**src/rtl/reg_writeback_unit.sv**
```systemverilog
`default_nettype none
// ============================================================================
// Module   : reg_writeback_unit
// Purpose  : Write-back end of an 8 x 16-bit register file. Completed results
//            (ALU, load, or 32-bit MUL split into low/high halves) are queued
//            in a small FIFO. One entry per cycle is driven onto the register
//            file write port pair. A per-register pending-write scoreboard
//            lets decode stall on hazards.
// Revision : 1.0 - initial release
// ----------------------------------------------------------------------------
// Parameters
//   DEPTH  FIFO entries (power of two, 2..16)
//   CNT_W  width of each per-register pending counter
// Ports
//   clk                    rising-edge clock
//   reset                  asynchronous active-high reset, clears all state
//   i_in_valid/o_in_ready  result handshake (o_in_ready = FIFO not full)
//   i_in_wr_low/high       half-write enables of the offered result
//   i_in_dst_low/high      destination registers of the two halves
//   i_in_data_low/high     data of the two halves
//   i_alloc_valid          decode reserves destination(s)
//   o_alloc_ready          0 when a targeted counter is saturated
//   i_alloc_wr_low/high    which destinations to reserve
//   i_alloc_dst_low/high   destination registers to reserve
//   o_reg_write_low/high   register file write strobes (one cycle per entry)
//   o_reg_dst_low/high     register file write addresses
//   o_data_low/high        register file write data
//   o_busy                 busy[r] = register r has pending writes
// Configuration
//   WB_BYPASS_EN  when defined, a result arriving at an empty FIFO is loaded
//                 straight into the output stage (latency 1 instead of 2).
// ============================================================================
module reg_writeback_unit #(
  parameter int DEPTH = 4,
  parameter int CNT_W = 2
) (
  input  logic        clk,
  input  logic        reset,
  input  logic        i_in_valid,
  output logic        o_in_ready,
  input  logic        i_in_wr_low,
  input  logic        i_in_wr_high,
  input  logic [2:0]  i_in_dst_low,
  input  logic [2:0]  i_in_dst_high,
  input  logic [15:0] i_in_data_low,
  input  logic [15:0] i_in_data_high,
  input  logic        i_alloc_valid,
  output logic        o_alloc_ready,
  input  logic        i_alloc_wr_low,
  input  logic        i_alloc_wr_high,
  input  logic [2:0]  i_alloc_dst_low,
  input  logic [2:0]  i_alloc_dst_high,
  output logic        o_reg_write_low,
  output logic        o_reg_write_high,
  output logic [2:0]  o_reg_dst_low,
  output logic [2:0]  o_reg_dst_high,
  output logic [15:0] o_data_low,
  output logic [15:0] o_data_high,
  output logic [7:0]  o_busy
);

  localparam int           c_AW    = $clog2(DEPTH);
  localparam int           c_EW    = 40;  // {wl, wh, dl[2:0], dh[2:0], xl[15:0], xh[15:0]}
  localparam logic [c_AW:0] c_FULL = (c_AW + 1)'(DEPTH);

  // --------------------------------------------------------------------------
  // Input normalisation: a double write to one register keeps only the low half
  // --------------------------------------------------------------------------
  logic w_in_wh;
  logic w_in_any;
  logic w_in_hs;
  logic [c_EW-1:0] w_in_entry;

  assign w_in_wh    = i_in_wr_high & ~(i_in_wr_low & (i_in_dst_low == i_in_dst_high));
  assign w_in_any   = i_in_wr_low | w_in_wh;
  assign w_in_hs    = i_in_valid & o_in_ready;
  assign w_in_entry = {i_in_wr_low, w_in_wh, i_in_dst_low, i_in_dst_high,
                       i_in_data_low, i_in_data_high};

  // --------------------------------------------------------------------------
  // FIFO
  // --------------------------------------------------------------------------
  logic [c_EW-1:0] r_mem [DEPTH];
  logic [c_AW-1:0] r_wr_ptr;
  logic [c_AW-1:0] r_rd_ptr;
  logic [c_AW:0]   r_count;

  logic w_empty;
  logic w_bypass;
  logic w_push;
  logic w_pop;

  assign w_empty    = (r_count == '0);
  assign o_in_ready = (r_count != c_FULL);

`ifdef WB_BYPASS_EN
  assign w_bypass = w_in_hs & w_in_any & w_empty;
`else
  assign w_bypass = 1'b0;
`endif

  // Entries with no write enable are accepted but never stored.
  assign w_push = w_in_hs & w_in_any & ~w_bypass;
  assign w_pop  = ~w_empty;

  // Storage needs no reset: r_count alone decides what is valid.
  always_ff @(posedge clk) begin
    if (w_push) begin
      r_mem[r_wr_ptr] <= w_in_entry;
    end
  end

  always_ff @(posedge clk or posedge reset) begin
    if (reset) begin
      r_wr_ptr <= '0;
      r_rd_ptr <= '0;
      r_count  <= '0;
    end else begin
      if (w_push) r_wr_ptr <= r_wr_ptr + 1'b1;
      if (w_pop)  r_rd_ptr <= r_rd_ptr + 1'b1;
      case ({w_push, w_pop})
        2'b10:   r_count <= r_count + 1'b1;
        2'b01:   r_count <= r_count - 1'b1;
        default: r_count <= r_count;
      endcase
    end
  end

  // --------------------------------------------------------------------------
  // Output stage: loads the FIFO head, or the incoming entry on bypass
  // --------------------------------------------------------------------------
  logic [c_EW-1:0] w_ld_entry;
  logic            w_ld;
  logic            w_ld_wl;
  logic            w_ld_wh;
  logic [2:0]      w_ld_dl;
  logic [2:0]      w_ld_dh;
  logic [15:0]     w_ld_xl;
  logic [15:0]     w_ld_xh;

  assign w_ld_entry = w_pop ? r_mem[r_rd_ptr] : w_in_entry;
  assign w_ld       = w_pop | w_bypass;
  assign w_ld_wl    = w_ld & w_ld_entry[39];
  assign w_ld_wh    = w_ld & w_ld_entry[38];
  assign w_ld_dl    = w_ld_entry[37:35];
  assign w_ld_dh    = w_ld_entry[34:32];
  assign w_ld_xl    = w_ld_entry[31:16];
  assign w_ld_xh    = w_ld_entry[15:0];

  logic        r_wl;
  logic        r_wh;
  logic [2:0]  r_dl;
  logic [2:0]  r_dh;
  logic [15:0] r_xl;
  logic [15:0] r_xh;

  // Each half's address/data only changes when that half is written,
  // so an unwritten half keeps showing its previous value.
  always_ff @(posedge clk or posedge reset) begin
    if (reset) begin
      r_wl <= 1'b0;
      r_wh <= 1'b0;
      r_dl <= '0;
      r_dh <= '0;
      r_xl <= '0;
      r_xh <= '0;
    end else begin
      r_wl <= w_ld_wl;
      r_wh <= w_ld_wh;
      if (w_ld_wl) begin
        r_dl <= w_ld_dl;
        r_xl <= w_ld_xl;
      end
      if (w_ld_wh) begin
        r_dh <= w_ld_dh;
        r_xh <= w_ld_xh;
      end
    end
  end

  assign o_reg_write_low  = r_wl;
  assign o_reg_write_high = r_wh;
  assign o_reg_dst_low    = r_dl;
  assign o_reg_dst_high   = r_dh;
  assign o_data_low       = r_xl;
  assign o_data_high      = r_xh;

  // --------------------------------------------------------------------------
  // Pending-write scoreboard
  // --------------------------------------------------------------------------
  logic       w_al_wh;
  logic       w_al_hs;
  logic [7:0] w_at_max;

  assign w_al_wh = i_alloc_wr_high & ~(i_alloc_wr_low & (i_alloc_dst_low == i_alloc_dst_high));

  assign o_alloc_ready = ~((i_alloc_wr_low & w_at_max[i_alloc_dst_low]) |
                           (w_al_wh        & w_at_max[i_alloc_dst_high]));
  assign w_al_hs = i_alloc_valid & o_alloc_ready;

  generate
    for (genvar g = 0; g < 8; g++) begin : g_cnt
      logic [CNT_W-1:0] r_cnt;
      logic             w_inc;
      logic             w_dec;

      // Increment cannot overflow: the handshake is refused at saturation.
      assign w_inc = w_al_hs & ((i_alloc_wr_low & (i_alloc_dst_low  == 3'(g))) |
                                (w_al_wh        & (i_alloc_dst_high == 3'(g))));
      // Retire happens on the edge that loads the write strobe; ignored at 0.
      assign w_dec = ((w_ld_wl & (w_ld_dl == 3'(g))) |
                      (w_ld_wh & (w_ld_dh == 3'(g)))) & (r_cnt != '0);

      always_ff @(posedge clk or posedge reset) begin
        if (reset) begin
          r_cnt <= '0;
        end else if (w_inc & ~w_dec) begin
          r_cnt <= r_cnt + 1'b1;
        end else if (~w_inc & w_dec) begin
          r_cnt <= r_cnt - 1'b1;
        end
      end

      assign w_at_max[g] = &r_cnt;
      assign o_busy[g]   = |r_cnt;
    end
  endgenerate

endmodule
`default_nettype wire
```
**config.mk**
```make
export PLATFORM = sky130hd
export DESIGN_NAME = reg_writeback_unit
export DESIGN_NICKNAME = d
export VERILOG_FILES = /design/src/rtl/reg_writeback_unit.sv
export SDC_FILE = /design/constraint.sdc
export NUM_CORES = 1
export LEC_CHECK = 0
export ABC_AREA = 1
export ABC_CLOCK_PERIOD_IN_PS = 2600
export BUFFER_PORTS_ARGS = -buffer_cell sky130_fd_sc_hd__buf_2
export CORE_UTILIZATION = 53
export DETAILED_ROUTE_END_ITERATION = 8
export GPL_TIMING_DRIVEN = 0
export MAX_ROUTING_LAYER = met4
export PLACE_DENSITY = 0.75
export SETUP_SLACK_MARGIN = 0.2
export SYNTH_ARGS = -nofsm -noshare
export SYNTH_HDL_FRONTEND = slang
export SYNTH_SLANG_ARGS = --single-unit
```
**constraint.sdc**
```tcl
create_clock -name clk -period 2.6 [get_ports clk]
set_input_delay 0.52 -clock clk [delete_from_list [all_inputs] [get_ports clk]]
set_output_delay 0.52 -clock clk [all_outputs]
set_load 0.02 [all_outputs]
```
[After elaboration in Yosys (flattened, before gate mapping)]
Memory sizes are Yosys's and may differ from the RTL's.
Index checks and enable logic that the tools add are counted.
Storage, ports and cells
  flip-flop bits (word level): 63
  RAM bits: 160
  bits of input ports: 52
  output and inout port bits: 50
  word-level logic and storage cells: 248
  memories: 1
Memories
  r_mem: depth 4, width 40, read ports 1, clocked after memory_dff 0, wr ports 1, RTL line 83  | logic [c_EW-1:0] r_mem [DEPTH];
Operators by class
  $add $sub $neg: 20
  magnitude comparators: 2
  equal/unequal tests: 33
  muxes and demuxes: 24
  bitwise logic cells: 113
  reduce and logical (&&, ||, !) cells: 38
Operators by type and width (number)
  $and 1x1->1: 75
  $eq 3x3->1 const B: 16
  $mux 40: 1
  $reduce_bool 2->1: 17
  $mux 2: 16
  $eq 3x2->1 const B: 8
  $add 2x1->2 const B: 10
  $not 1->1: 20
  $or 1x1->1: 18
  $reduce_and 2->1: 8
  $reduce_or 2->1: 8
  $sub 2x1->2 const B: 8
  $logic_not 3->1: 5
  $eq 3x1->1 const B: 4
  $lt 3x4->1 const B: 2
  $bmux 1 s3: 2
  $eq 3x3->1: 2
  $pmux 3 s2: 1
  $mux 1: 4
  $add 3x1->3 const B: 1
  $ne 3x3->1 const B: 1
  $sub 3x1->3 const B: 1
  $eq 2x1->1 const B: 1
  $eq 2x2->1 const B: 1

[Depth between registers and ports, before layout]
Gate-level depths: netlist of run 1.
  word-level depth: 13
  gate-level depth with buffers: 15
  depth with buffers taken out: 14

[Least setup slack after synthesis of run 1]
Ideal clock, no wire load.
  path kind: reg2reg
  from: register r_count[0]
  to: memory r_mem[0][0] (enable)
  setup time: 438 ps
  arrival time: 2596 ps
  required time: 2162 ps
  setup slack: -434 ps
  stages on the path, launching flop included: 5
  buffers on the path: 0
  period minus slack after synthesis: 3034 ps
  cell sequence: dfrtp_1 > nor2_2 > nand2_1 > nand3_1 > nor2_1
Between the ends
  cells in the longest elaborated chain, start to end: 5
Ends and longest elaborated chain
  start: declaration: RTL line 86  | logic [c_AW:0] r_count;
  start signal: assignment: RTL line 122  | 2'b10: r_count <= r_count + 1'b1;
  start signal: assignment: RTL line 123  | 2'b01: r_count <= r_count - 1'b1;
  start signal: assignment: RTL line 124  | default: r_count <= r_count;
  $ne 3x3->1: RTL line 94  | assign o_in_ready = (r_count != c_FULL);
  named net o_in_ready: RTL line 40  | output logic o_in_ready,
  $and 1x1->1: RTL line 76  | assign w_in_hs = i_in_valid & o_in_ready;
  $and 1x1->1: RTL line 103  | assign w_push = w_in_hs & w_in_any & ~w_bypass;
  $mux 1: RTL line 108  | if (w_push) begin
  $mux 1 (not written as such): RTL line 109  | r_mem[r_wr_ptr] <= w_in_entry;
  end: declaration: RTL line 83
The timed path passes the listed nets, and every way through them passes these cells.

[Worst setup path after layout of run 1]
  from: register r_rd_ptr[0]
  to: register g_cnt[0].r_cnt[1]
Between the ends
  cells in the longest elaborated chain, start to end: 9
  elaborated cells on any way between the ends: 15
  classes of those cells: mux: 2; bitwise: 9; reduce/logical: 3; memory: 1
Ends and longest elaborated chain
  start: declaration: RTL line 85  | logic [c_AW-1:0] r_rd_ptr;
  start signal: assignment: RTL line 120  | if (w_pop) r_rd_ptr <= r_rd_ptr + 1'b1;
  $mem_v2 4x40 *
  $mux 40 *: RTL line 141  | assign w_ld_entry = w_pop ? r_mem[r_rd_ptr] : w_in_entry;
  $logic_not 3->1, or another cell as far along: RTL line 211  | assign w_dec = ((w_ld_wl & (w_ld_dl == 3'(g))) |
  $and 1x1->1 (on tied branches): RTL line 211, 212
  $or 1x1->1 *: RTL line 211
  $and 1x1->1 *: RTL line 212  | (w_ld_wh & (w_ld_dh == 3'(g)))) & (r_cnt != '0);
  $not 1->1: RTL line 217  | end else if (w_inc & ~w_dec) begin
  $and 1x1->1: RTL line 217
  $mux 2 or $reduce_bool 2->1 (tied branches)
  end signal: assignment: RTL line 218  | r_cnt <= r_cnt + 1'b1;
  end signal: assignment: RTL line 220  | r_cnt <= r_cnt - 1'b1;
  end: declaration: RTL line 203  | logic [CNT_W-1:0] r_cnt;
Mark *: on every way between the ends. The rest lies on a longest branch, timed or not.
A chain may end at the register's enable or synchronous reset.

==> impl_metrics.json, run 1 <==
{
  "outcome": "complete, but fails checks",
  "failed_checks": "design-rule violations",
  "synthAdderAreaFrac_pct": 1.88,
  "postCtsHoldBufs": 0,
  "cap_violations": 0,
  "fmax_ghz": 0.439,
  "fin_area_sq_mm": 0.0115,
  "nNetsFinal": 1092,
  "gr-total-overflow": 0,
  "grt_pass1_vias": 6214,
  "wl_per_cell_um": 16.4,
  "synth_edf_count": 160,
  "p_per_area_mw_per_mm2": 1280,
  "portBuffers": 100,
  "final_layout_size_suffix_gt1_share_pct": 22.0,
  "cp.arrival_ps": 2660,
  "antenna_found_initial": 3,
  "grt_first_pass_wirelength_mm": 32.0,
  "grt_setup_unrepaired": "true",
  "final_max_slew_viol_count": 0,
  "path_clk_slew_ps": 60,
  "final-instance-count-excl-fill": 1275,
  "grt_usage_pct": 23.3,
  "yosysWarnings": 0,
  "synth_mux_area_share_pct": 2.36,
  "ys_async_sr_fraction_pct": 28.3,
  "place_area_sq_mm": 0.0106,
  "synth_cell_types": 33,
  "synth_xor_area_share_pct": 2.08,
  "top_usage_layer": "met2",
  "drt_iter0_markers": 436,
  "drc": 2,
  "cp_max_fo": 10,
  "cts_tree": "built",
  "cts_inserted_buffers": 23,
  "clock_skew_ps": 17.0,
  "place_congestion": 0.926,
  "path_class": "flip-flop to flip-flop",
  "area_growth_pct": 18.4,
  "fin_crit_ps": 2280,
  "netlist_instances": 891,
  "io_pins": 102,
  "vdd_drop_max_mv": 0.624,
  "num_vias": 6699,
  "clkSinkCount": 223,
  "start_util_pct": 54.0,
  "leakagePower_nw": 4.82,
  "row_count": 49,
  "slew_headroom_pct": 44.7,
  "synth_top_family_by_area": "simple AND/OR/NAND/NOR gates",
  "syn_nets": 957,
  "core_area_sq_mm": 0.0180,
  "dr.pass1.iters": 7,
  "clockRootBuffer": "clkbuf_16",
  "postRouteWirelength_mm": 20.9,
  "min_period_over_period_pct": 87.7,
  "min_path_type": "input port to async pin",
  "dp.cells": 1224,
  "die_area_sq_mm": 0.0188,
  "use_met3_pct": 3.50,
  "ys_ff_latch": 223,
  "required_ps": 2980,
  "hold_viol": 0,
  "grt_util_met2_pct": 38.9,
  "critPathLaunchType": "flip-flop",
  "endpoint_kind": "flip-flop",
  "dieWidth_um": 137,
  "syn_avg_cell_area_sq_um": 10.9,
  "routed_via_density": 5.25,
  "insertion_delay_ps": 510,
  "post-dp-hpwl_mm": 13.5,
  "ys.flop_type": "edfxtp_1",
  "power.total_mw": 14.7,
  "grt_use_met1_pct": 29.8,
  "worst_pin_slew_ps": 830,
  "setup_viol": 0,
  "cts_buffer_depth": 3,
  "ant_nets": 0,
  "synth-simple-area-share_pct": 15.5,
  "grt_max_degree": 64,
  "syn-cell-area_sq_mm": 0.00969,
  "htreeDepth": 1,
  "dieHeight_um": 137,
  "synth-compound-area-share_pct": 7.04,
  "ys_seq_area_share_pct": 65.8
}
## worst max-delay path: stages (launching register included)
cell and delay (ps):
dfrtp_1 420, inv_4 120, buf_6 160, nand2_1 70, nand3_2 80, nand3_4 170
a21oi_4 240, nand2_1 80, nand2_1 80, nand2_1 60, ha_1 310, a21oi_1 110
o21ai_0 110, xor2_1 150
## synth_stat cells, types with 2 or more instances
master	number	share of area [%]
nand2_1	182	7.0
edfxtp_1	160	50
nor2_1	154	6.0
inv_1	79	3.1
o21ai_0	79	4.1
dfrtp_1	63	16
nand3_1	25	1.3
a31oi_1	17	1.1
o22ai_1	16	1.0
buf_2	14	0.72
ha_1	13	1.7
mux2_4	13	2.0
xor2_1	13	1.2
a21oi_1	11	0.57
xnor2_1	10	0.90
clkbuf_1	7	0.27
buf_6	6	0.70
buf_4	5	0.39
inv_2	3	0.12
mux2_2	3	0.35
nand3_2	3	0.31
or2_2	3	0.19
nor2_2	2	0.13
## timing repair
action / 4_1_cts / 5_1_grt
buffers inserted: 0 / 6
gates resized for setup: 7 / 21
pin swaps: 0 / 2
endpoints found under the setup margin: 7 / 17
## layer usage
metal | part of all wire (%) | routed length, um
met5 | 0 | 0
met4 | 2.4 | 501
met3 | 5.2 | 1090
met2 | 50 | 10500
met1 | 42 | 8870
## sequential cells by signal (all words and copies together), names as in the netlist
register	flops
o_reg_write_low	1
g_cnt.r_cnt	16
o_data_high	16
r_mem	160
o_reg_dst_low	3
o_reg_write_high	1
o_reg_dst_high	3
r_rd_ptr	2
o_data_low	16
r_wr_ptr	2
r_count	3
## worst paths after layout
| check | cells past startpoint | slack (ps) | from | to |
|---|---|---|---|---|
| min in group clk | 1 | 230 | i_in_data_low[12] | r_mem[0][28] |
| max in group asynchronous | 2 | 1880 | reset | r_count[0] |
| worst max register to register | 13 | 320 | r_rd_ptr[0] | g_cnt[0].r_cnt[1] |
| worst min register to register | 2 | 490 | o_reg_dst_high[0] | o_reg_dst_high[0] |
| worst max-delay path | 13 | 320 | r_rd_ptr[0] | g_cnt[0].r_cnt[1] |
| worst min-delay path | 2 | 190 | reset | o_data_high[8] |
## cell type report
cell class	count	area (sq um)
clock inverter	14	138
clock buffer	28	614
tap	229	287
fill	1389	6480
antenna	3	7.51
sequential	223	6380
timing repair buffer	110	626
inverter	82	313
buffer	33	224
multi-input combinational	553	2890
## through the flow
step | setup WS, ps | utilization, % | hold slack [ps] | TNS [ps]
2_1_floorplan | -434 | - | 467 | -69390
3_3_place_gp | -1960 | 58.3 | 474 | -335620
3_5_place_dp | -33.1 | 59.0 | 476 | -59.8
4_1_cts | 215 | 63.2 | 208 | 0
5_1_grt | 155 | 63.9 | 211 | 0
6_report | 320 | 63.9 | 193 | 0
## power by group
part	internal, mW	switching, mW
clock network	1.89	1.34
logic	2.31	3.93
registers	4.79	0.400
## logic make-up (layout without fill, tap and decap cells)
kind of cell | Yosys count | in the layout
and+or+nand+nor | 375 | 375
DFF | 223 | 223
AOI/OAI and AO/OA | 125 | 125
buffers and inverters | 115 | 267
xor gates and xnor gates | 23 | 23
muxes | 16 | 16
adders and majority gates | 14 | 14
other | 0 | 3
## cells in the final DEF (no fill, tap or decap), drive strengths merged
cell      synthesis  final
a21oi            13     13
a31oi            17     17
buf              26    135
bufinv            0      2
clkbuf            7     36
clkinv            0      7
clkinvlp          0      4
dfrtp            63     63
diode             0      3
edfxtp          160    160
fa                1      1
ha               13     13
inv              82     83
mux2             16     16
nand2           183    183
nand3            29     29
nor2            157    157
nor3              1      1
o21ai            79     79
o22ai            16     16
or2               5      5
xnor2            10     10
xor2             13     13
Power figures use the tool's default switching activity.
==> run 2: changes to the inputs <==
--- a/config.mk
+++ b/config.mk
@@ -10,7 +10,6 @@
 export BUFFER_PORTS_ARGS = -buffer_cell sky130_fd_sc_hd__buf_2
 export CORE_UTILIZATION = 53
 export DETAILED_ROUTE_END_ITERATION = 8
-export GPL_TIMING_DRIVEN = 0
 export MAX_ROUTING_LAYER = met4
 export PLACE_DENSITY = 0.75
 export SETUP_SLACK_MARGIN = 0.2
==> impl_metrics.json, run 2 (same netlist as run 1, synthesis figures left out) <==
{
  "setup_viol": 0,
  "drc": 2,
  "slew_headroom_pct": 60.0,
  "min_path_type": "input port to async pin",
  "worst_pin_slew_ps": 599,
  "fmax_ghz": 0.434,
  "cts_inserted_buffers": 24,
  "routed_via_density": 5.21,
  "place_congestion": 0.917,
  "crit_start": "r_rd_ptr[0]",
  "n_antenna_cell": 0,
  "num_vias": 6635,
  "dp.cells": 1216,
  "endpoint_kind": "flip-flop",
  "cp.arrival_ps": 2680,
  "grt_pass1_vias": 6376,
  "largest_reg_flops": 160,
  "leakagePower_nw": 4.89,
  "regMostFlops": "r_mem",
  "critPathLaunchType": "flip-flop",
  "fin_crit_ps": 2300,
  "ff2ff_path_depth": 13,
  "io_pins": 102,
  "crit_path_end": "g_cnt[7].r_cnt[1]",
  "area_growth_pct": 19.6,
  "path_class": "flip-flop to flip-flop",
  "post-dp-hpwl_mm": 12.5,
  "dieHeight_um": 137,
  "rr_endpoint": "g_cnt[7].r_cnt[1]",
  "required_ps": 2980,
  "cts_tree": "built",
  "layout_commonest_cell": "nand2_1",
  "postRouteWirelength_mm": 19.8,
  "utilization_pct": 64.5,
  "grt_max_degree": 41,
  "cts_buffer_depth": 3,
  "r2r_setup_slack_ps": 300,
  "failed_checks": "design-rule violations",
  "min_period_over_period_pct": 88.6,
  "p_per_area_mw_per_mm2": 1260,
  "drt_iter0_markers": 376,
  "dieWidth_um": 137,
  "cp_max_fo": 12,
  "final-instance-count-excl-fill": 1273,
  "antenna_found_initial": 0,
  "portBuffers": 101,
  "insertion_delay_ps": 500,
  "r2r-start": "r_rd_ptr[0]",
  "die_area_sq_mm": 0.0188,
  "ant_nets": 0,
  "final_max_slew_viol_count": 0,
  "final_layout_size_suffix_gt1_share_pct": 21.6,
  "grt_setup_unrepaired": "true",
  "grt_first_pass_wirelength_mm": 31.5,
  "start_util_pct": 54.0,
  "row_count": 49,
  "core_area_sq_mm": 0.0180,
  "clock_skew_ps": 7.71,
  "grt_usage_pct": 22.4,
  "htreeDepth": 1,
  "setup_slack_ps": 296,
  "clockRootBuffer": "clkbuf_16",
  "nNetsFinal": 1092,
  "wl_per_cell_um": 15.6,
  "hold_viol": 0,
  "mostFrequentLayoutCells": "179 x nand2_1, 160 x edfxtp_1, 145 x nor2_1, 101 x buf_2",
  "gr-total-overflow": 0,
  "cap_violations": 0,
  "path_clk_slew_ps": 60,
  "postCtsHoldBufs": 0,
  "dr.pass1.iters": 7,
  "clkSinkCount": 223,
  "outcome": "complete, but fails checks",
  "vdd_drop_max_mv": 0.752,
  "pre_cts_ws_ps": 48.4
}
[run 2: cell count changes in the layout (fill, tap and decap cells not counted), sizes merged]
cell	before	now
buf	135	140
clkinv	7	8
clkinvlp	4	1
diode	3	0
inv	83	81
[run 2: per-layer routing]
layer / vias up / routed length (um) / track usage [%]
met2: 181 / 9910 / 37.3
met3: 39 / 1150 / 3.64
met4: 0 / 436 / 6.96
li1: 3255 / - / -
met5: - / 0 / -
met1: 3160 / 8340 / 28.3
[run 2: what timing repair did]
item                                    4_1_cts  5_1_grt
setup buffers                                 0       11
pin swaps                                     0        1
gates cloned                                  0        2
resized for setup                             4       21
endpoints found under the setup margin        8        8
[run 2: report_power, final]
part,total (mW),switching (mW),internal [mW]
Clock,3.29,1.28,2.02
Combinational,6.09,3.75,2.34
Sequential,5.23,0.435,4.80
[run 2: per-stage QoR]
stage / hold slack [ps] / power (mW) / area, sq um / setup TNS, ps
4_1_cts: 80.4 / 14.3 / 11400 / 0
3_5_place_dp: 472 / 11.0 / 10600 / 0
6_report: 59.4 / 14.6 / 11600 / 0
3_3_place_gp: 465 / 10.8 / 10600 / 0
5_1_grt: 96.9 / 15.6 / 11600 / 0
2_1_floorplan: 467 / 9.41 / 9690 / -69390
[run 2: worst min path at each step]
stage	slack, ps	endpoint	from
5_1_grt	100	o_data_high[1]	reset
3_5_place_dp	470	o_reg_dst_high[1]	o_reg_dst_high[1]
3_3_place_gp	460	o_reg_dst_high[1]	o_reg_dst_high[1]
4_1_cts	80	o_data_high[7]	reset
2_1_floorplan	470	g_cnt[0].r_cnt[0]	g_cnt[0].r_cnt[0]
6_report	60	o_data_high[7]	reset
[run 2: final cells by class]
type / instances / area [sq um]
fill: 1322 / 6370
sequential: 223 / 6380
timing repair inverter: 1 / 8.76
clock inverter: 9 / 95.1
timing repair buffer: 141 / 923
tap: 229 / 287
inverter: 82 / 324
multi-input combinational: 553 / 2880
clock buffer: 35 / 683
[run 2: critical path: stages (launching register included)]
cell,delay (ps)
dfrtp_2,520
buf_12,180
inv_6,110
nand2_1,70
nand3_1,110
nand3_4,130
nor2_4,170
nand2_1,70
nand2_1,90
nand2_1,60
ha_1,300
a21oi_1,120
o21ai_0,110
xor2_1,150
==> run 3: changes to the inputs <==
--- a/config.mk
+++ b/config.mk
@@ -12,6 +12,7 @@
 export DETAILED_ROUTE_END_ITERATION = 8
 export MAX_ROUTING_LAYER = met4
 export PLACE_DENSITY = 0.75
+export RECOVER_POWER = 100
 export SETUP_SLACK_MARGIN = 0.2
 export SYNTH_ARGS = -nofsm -noshare
 export SYNTH_HDL_FRONTEND = slang
==> impl_metrics.json, run 3 (same netlist as run 1, synthesis figures left out) <==
{
  "outcome": "finished, final reports clean",
  "cts_tree": "built",
  "final_layout_size_suffix_gt1_share_pct": 10.7,
  "grt_max_degree": 41,
  "io_pins": 102,
  "final_max_slew_viol_count": 0,
  "cap_violations": 0,
  "required_ps": 2980,
  "fmax_ghz": 0.429,
  "dp.cells": 1216,
  "power_frac_comb_pct": 40.0,
  "setup_viol": 0,
  "ant_nets": 0,
  "drc": 0,
  "clock_skew_ps": 7.62,
  "p_per_area_mw_per_mm2": 1250,
  "grt_pass1_vias": 6376,
  "htreeDepth": 1,
  "drt_iter0_markers": 385,
  "clkPwrFrac_pct": 23.2,
  "path_clk_slew_ps": 60,
  "largest_reg_flops": 160,
  "postRouteWirelength_mm": 19.9,
  "fin_crit_ps": 2330,
  "worst_pin_slew_ps": 1090,
  "power.total_mw": 14.2,
  "grt_first_pass_wirelength_mm": 31.5,
  "nNetsFinal": 1092,
  "n_antenna_cell": 0,
  "p_int_mw": 8.79,
  "clockRootBuffer": "clkbuf_16",
  "critPathLaunchType": "flip-flop",
  "die_area_sq_mm": 0.0188,
  "routed_via_density": 5.22,
  "regMostFlops": "r_mem",
  "grt_setup_unrepaired": "true",
  "place_congestion": 0.917,
  "leakagePower_nw": 4.56,
  "clkSinkCount": 223,
  "dr.pass1.iters": 5,
  "postCtsHoldBufs": 0,
  "antenna_found_initial": 0,
  "mostFrequentLayoutCells": "179 x nand2_1, 160 x edfxtp_1, 148 x nor2_1, 105 x clkbuf_1, 79 x inv_1",
  "dieWidth_um": 137,
  "cp_max_fo": 14,
  "cts_inserted_buffers": 24,
  "start_util_pct": 54.0,
  "setup_slack_ps": 267,
  "portBuffers": 101,
  "num_vias": 6640,
  "grt_usage_pct": 22.4,
  "endpoint_kind": "flip-flop",
  "pre_cts_ws_ps": 48.4,
  "path_class": "flip-flop to flip-flop",
  "final-instance-count-excl-fill": 1273,
  "gr-total-overflow": 0,
  "layout_commonest_cell": "nand2_1",
  "post-dp-hpwl_mm": 12.5,
  "cp.arrival_ps": 2710,
  "insertion_delay_ps": 500,
  "wl_per_cell_um": 15.6,
  "dieHeight_um": 137,
  "pwr-share-seq_pct": 36.9,
  "p_sw_share_pct": 38.1,
  "hold_viol": 0,
  "row_count": 49,
  "slew_headroom_pct": 27.2,
  "cts_buffer_depth": 3,
  "vdd_drop_max_mv": 0.751,
  "core_area_sq_mm": 0.0180,
  "min_period_over_period_pct": 89.7,
  "min_path_type": "input port to async pin",
  "area_growth_pct": 17.0,
  "p_sw_mw": 5.42
}
==> run 3: per-stage QoR <==
stage	hold WS [ps]	TNS (ps)	area (sq um)	util [%]
after global placement	465	0	10600	59.0
final	222	0	11300	63.1
after global routing	267	0	11300	63.1
after floorplan	467	-69390	9690	-
after detailed placement	472	0	10600	59.0
after CTS	80.4	0	11400	63.4
==> run 3: final cells by class <==
type	count	area (sq um)
Sequential cell	223	6380
Tap cell	229	287
Timing Repair Buffer	141	732
Multi-Input combinational cell	553	2820
Clock inverter	9	95.1
Timing Repair inverter	1	8.76
Fill cell	1402	6630
Inverter	82	324
Clock buffer	35	683
==> run 3: final timing paths <==
check	startpoint	cells after the start	endpoint	slack (ps)
min in group clk	i_in_data_low[7]	1	r_mem[2][23]	270
max in group asynchronous	reset	3	o_reg_dst_low[0]	900
max	r_count[0]	13	g_cnt[5].r_cnt[1]	270
min	reset	2	o_data_high[7]	220
max reg2reg	r_count[0]	13	g_cnt[5].r_cnt[1]	270
min reg2reg	o_reg_dst_high[1]	2	o_reg_dst_high[1]	480
==> run 3: layer usage <==
metal,part of all wire [%],up-vias,track usage (%)
li1,-,3252,-
met1,43,3161,28.3
met2,49,187,37.3
met3,5.4,40,3.64
met4,2.4,0,6.96
met5,0,-,-
==> run 3: timing repair <==
item | in CTS | in global routing
gates resized for setup | 4 | 21
endpoints found under the setup margin | 8 | 8
pin swaps | 0 | 1
cloned | 0 | 2
setup buffers | 0 | 11
hold endpoints to repair | 0 | 0
==> run 3: power groups by stage <==
stage / Sequential [mW] / Clock, mW / Combinational [mW]
floorplan: 5.59 / 0 / 3.82
global placement: 5.25 / 0 / 5.57
detailed placement: 5.27 / 0 / 5.73
CTS: 5.22 / 3.36 / 5.75
global route: 5.34 / 3.49 / 6.37
finish: 5.24 / 3.29 / 5.68
==> run 3: worst max-delay path, cell delays in order (launching register included) <==
cell      delay, ps
dfrtp_1         400
nor2_1          240
nand2_4         150
clkbuf_1        150
nand3_1          90
nand2_1         120
nor2_1          170
nand2_1          70
nand2_1          70
nand2_1          60
ha_1            290
a21oi_1         110
o21ai_0         120
xor2_1          160
